[src/rtl/tdm_demux_1_n.sv]
// TDM receive demultiplexer: steers slot words of one serial lane into per-channel registers.
// Optional frame counter output enabled by defining TDM_DEMUX_FRAME_CNT_EN.
module tdm_demux_1_n #(
   parameter int N_CH = 4,
   parameter int W    = 8,
   localparam int CW  = $clog2(N_CH)
) (
   input  logic              clk,
   input  logic              rst,
   input  logic [W-1:0]      din,
   input  logic              din_valid,
   input  logic              frame_sync,
   output logic [N_CH*W-1:0] ch_data,
   output logic [N_CH-1:0]   ch_valid,
   output logic              frame_done,
   output logic              sync_err,
`ifdef TDM_DEMUX_FRAME_CNT_EN
   output logic [15:0]       frame_cnt,
`endif
   output logic [CW-1:0]     slot
);

   typedef enum logic {
      HUNT,
      LOCK
   } state_t;

   localparam logic [CW-1:0] LAST = CW'(N_CH - 1);

   state_t        state;
   logic          take;
   logic          resync;
   logic [CW-1:0] tgt;
   logic [CW-1:0] nxt;

   // A sync word always lands in slot 0; otherwise the flywheel position is used.
   always_comb begin
      take   = 1'b0;
      resync = 1'b0;
      tgt    = slot;
      nxt    = slot;
      if (din_valid) begin
         take   = frame_sync || (state == LOCK);
         resync = frame_sync && (state == LOCK) && (slot != '0);
         tgt    = frame_sync ? '0 : slot;
         nxt    = (tgt == LAST) ? '0 : tgt + 1'b1;
      end
   end

   always_ff @(posedge clk) begin
      if (rst) begin
         state      <= HUNT;
         ch_data    <= '0;
         ch_valid   <= '0;
         frame_done <= 1'b0;
         sync_err   <= 1'b0;
         slot       <= '0;
      end else begin
         ch_valid   <= '0;
         frame_done <= 1'b0;
         sync_err   <= 1'b0;
         if (take) begin
            state                      <= LOCK;
            ch_data[int'(tgt)*W +: W]  <= din;
            ch_valid[tgt]              <= 1'b1;
            frame_done                 <= (tgt == LAST);
            sync_err                   <= resync;
            slot                       <= nxt;
         end
      end
   end

`ifdef TDM_DEMUX_FRAME_CNT_EN
   always_ff @(posedge clk) begin
      if (rst) begin
         frame_cnt <= '0;
      end else if (take && resync) begin
         frame_cnt <= '0;
      end else if (take && (tgt == LAST)) begin
         frame_cnt <= frame_cnt + 16'd1;
      end
   end
`endif

endmodule

[config.mk]
export PLATFORM = sky130hd
export DESIGN_NAME = tdm_demux_1_n
export DESIGN_NICKNAME = d
export VERILOG_FILES = /design/src/rtl/tdm_demux_1_n.sv
export SDC_FILE = /design/constraint.sdc
export NUM_CORES = 1
export LEC_CHECK = 0
export CAP_MARGIN = 0
export CORE_MARGIN = 4
export CORE_UTILIZATION = 46
export CTS_CLUSTER_SIZE = 8
export DETAILED_ROUTE_END_ITERATION = 8
export PLACE_DENSITY = 0.81
export SKIP_LAST_GASP = 1
export SLEW_MARGIN = 20
export SYNTH_ARGS = -nofsm -noshare
export SYNTH_HDL_FRONTEND = slang
export SYNTH_SLANG_ARGS = --single-unit
[constraint.sdc]
create_clock -name clk -period 2.7 [get_ports clk]
set_input_delay 0.405 -clock clk [delete_from_list [all_inputs] [get_ports clk]]
set_output_delay 0.405 -clock clk [all_outputs]
set_load 0.01 [all_outputs]
==> results_dict.tcl <==
set metrics [dict create \
    dpl.hpwl_mm 2.60 \
    finalCritPeriodShare_pct 81.5 \
    placed_cells 255 \
    core_area_mm2 0.00363 \
    die_w_um 69.3 \
    crit_fanout 8 \
    yosysUniqueCellTypes 27 \
    drc_errors 0 \
    grt.total_usage_pct 15.5 \
    worst_pin_slew_ns 0.607 \
    via_count 1336 \
    status "complete, no violations" \
    place_area_mm2 0.00226 \
    ant_nets 0 \
    crit_start "din_valid" \
    powerDensity_mw_per_mm2 520 \
    crit_type "in2reg" \
    initial_core_util_pct 47.6 \
    rsz0062_at_grt "false" \
    grt_pass1_vias 1297 \
    clockBufferDepth 2 \
    worstReg2RegStart "slot[1]$_SDFFE_PP0N_" \
    worstPathCellList "clkdlybuf4s50_1 > nand2_1 > and2_1 > inv_1 > ha_1 > or4_4 > o32ai_2" \
    finish.net_count 234 \
    finalPower_w 0.00124 \
    antenna_found_initial 0 \
    routedWlPerCell_um 14.0 \
    final_common_cell "clkdlybuf4s50_1" \
    cts_hold_buf 0 \
    synth.top_cell.area_share_pct 46.3 \
    avgSynthCellArea_um2 10.7 \
    fin_skew_ns 0.00986 \
    rrSetupSlack_ns 0.70 \
    vias_per_cell 5.08 \
    fin_tns_setup_ns 0 \
    cpLargestDelayFamily "simple AND/OR/NAND/NOR gates" \
    design_area_mm2 0.00238 \
    grt_pass1_wl_mm 6.15 \
    finalCriticalPeriod_ns 2.20 \
    rows 22 \
    die_h_um 69.3 \
    cts.sinks 40 \
    hp-class "reg2reg" \
    cp-endpoint "ch_data[19]$_SDFFE_PP0P_" \
    cts_root_buf "clkbuf_8" \
    grt_max_degree 34 \
    num_io_pins 52 \
    slowest_delay_ns 0.64 \
    synth_top_area_cell "dfxtp_1" \
    peakVddDrop_uv 289 \
    die-area_mm2 0.00480 \
    syn-num-nets 182 \
    cp_slowest_cell "or4_4" \
    worstReg2RegEnd "ch_data[19]$_SDFFE_PP0P_" \
    max_freq_ghz 0.455 \
    n_antenna_cell 0 \
    area_delta_synth_final_pct 37.7 \
    synth.cell_area_mm2 0.00173 \
    drv_cap 0 \
    final_cells 263 \
    crit_cells 7 \
    cts.clk_slew.worst_paths_ns 0.08 \
    end_kind "flop" \
    maxSlewHeadroom_pct 59.5 \
    ys_seq_elements 40 \
    hold_viol 0 \
    worstPathRequired_ns 2.90 \
    cts_setup_buffers 0 \
    first_pass_iters 4 \
    cts_buffers 5 \
    cts_tree "built" \
    cts_max_level 2 \
    mostFrequentLayoutCells "clkdlybuf4s50_1, dfxtp_1, nand2_1" \
    setup_violations 0 \
    reg2reg_depth 5 \
    synthCells 162 \
    clkLatencyLatePin_ns 0.29 \
    ctsResizeCount 0 \
    yosysWarnings 0 \
    drt_iter0_markers 58 \
    critPathLaunchType "input port" \
    synth_area_leaders "dfxtp_1, a22o_1, o32ai_2" \
    final-max-slew-violation-count 0 \
    arrival_ns 2.40 \
    p_leak_nw 0.865 \
    crit_buf_inv 2 \
    io_buffers 51 \
    routed_wl_mm 3.69 \
    yosysSeqAreaShare_pct 46.3 \
    drive_above_1_share_pct 12.6 \
    gp_congestion 0.783 \
    globalRoute.totalOverflow 0 \
]
==> area by class of cell <==
cell class	count	area, µm²
inverter	18	67.6
multi-input combinational	95	798
clock inverter	2	38.8
clock buffer	6	82.6
fill	310	1250
tap	48	60.1
sequential	40	801
timing repair buffer	54	533
==> per-layer routing <==
| metal | global-route usage, % | share of wire [%] | vias to the layer above | wire length, µm |
|---|---|---|---|---|
| li1 | - | - | 677 | - |
| met1 | 21.7 | 50 | 604 | 1830 |
| met2 | 22.1 | 41 | 48 | 1520 |
| met3 | 6.38 | 8.3 | 7 | 306 |
| met4 | 3.90 | 0.95 | 0 | 35 |
| met5 | 0 | 0 | - | 0 |
==> sequential cells by signal, indices dropped and copies added (netlist names) <==
register	flops
sync_err	1
slot	2
ch_valid	4
ch_data	32
state	1
==> cells in the mapped netlist <==
master,count
nor2_1,4
ha_1,8
o32ai_2,8
buf_4,2
o211a_2,2
a21oi_1,4
nand2b_1,1
or4_4,1
and4b_1,1
o21a_1,1
nor3_1,1
nor2b_1,9
nand2_1,19
and2_1,5
nand4_1,1
nor4b_1,1
o22ai_1,1
buf_2,5
a22o_1,16
nand4b_4,1
a21bo_4,1
buf_6,2
dfxtp_1,40
o32ai_1,8
inv_2,1
inv_1,17
nor4_4,2
==> per-stage QoR <==
stage / setup WS [ns] / hold WS, ns / util (%)
final: 0.500 / 0.481 / 65.5
after global routing: 0.347 / 0.511 / 65.5
after CTS: 0.521 / 0.482 / 65.5
after detailed placement: 0.231 / 0.455 / 62.2
after global placement: 0.246 / 0.457 / 62.2
after floorplan: 0.681 / 0.498 / -
==> worst min path at each step <==
| stage | startpoint | to | slack [ns] | depth (start not counted) |
|---|---|---|---|---|
| 2_1_floorplan | ch_data[0]$_SDFFE_PP0P_ | ch_data[0]$_SDFFE_PP0P_ | 0.50 | 2 |
| 3_3_place_gp | ch_data[27]$_SDFFE_PP0P_ | ch_data[27]$_SDFFE_PP0P_ | 0.46 | 1 |
| 3_5_place_dp | ch_data[29]$_SDFFE_PP0P_ | ch_data[29]$_SDFFE_PP0P_ | 0.46 | 1 |
| 4_1_cts | ch_data[27]$_SDFFE_PP0P_ | ch_data[27]$_SDFFE_PP0P_ | 0.48 | 1 |
| 5_1_grt | ch_data[2]$_SDFFE_PP0P_ | ch_data[2]$_SDFFE_PP0P_ | 0.51 | 2 |
| 6_report | ch_data[1]$_SDFFE_PP0P_ | ch_data[1]$_SDFFE_PP0P_ | 0.48 | 2 |
==> where the power goes <==
group | switching [W] | internal, W | total, W
clock network | 0.000211 | 0.000302 | 0.000514
registers | 0.00000839 | 0.000599 | 0.000607
logic | 0.0000640 | 0.0000541 | 0.000118
==> worst register-to-register path, stage by stage, from the launching register on <==
cell     delay [ns]
dfxtp_1        0.40
and2_1         0.28
inv_1          0.14
ha_1           0.31
or4_4          0.64
o32ai_2        0.13
==> logic make-up after synthesis <==
logic type	Yosys count	synth area share (%)
and+or+nand+nor	46	16.6
AOI/OAI and AO/OA	41	23.7
DFF	40	46.3
buffers and inverters	27	7.52
adders and majority gates	8	5.79
Note: power is estimated with default switching activity, not from simulation.
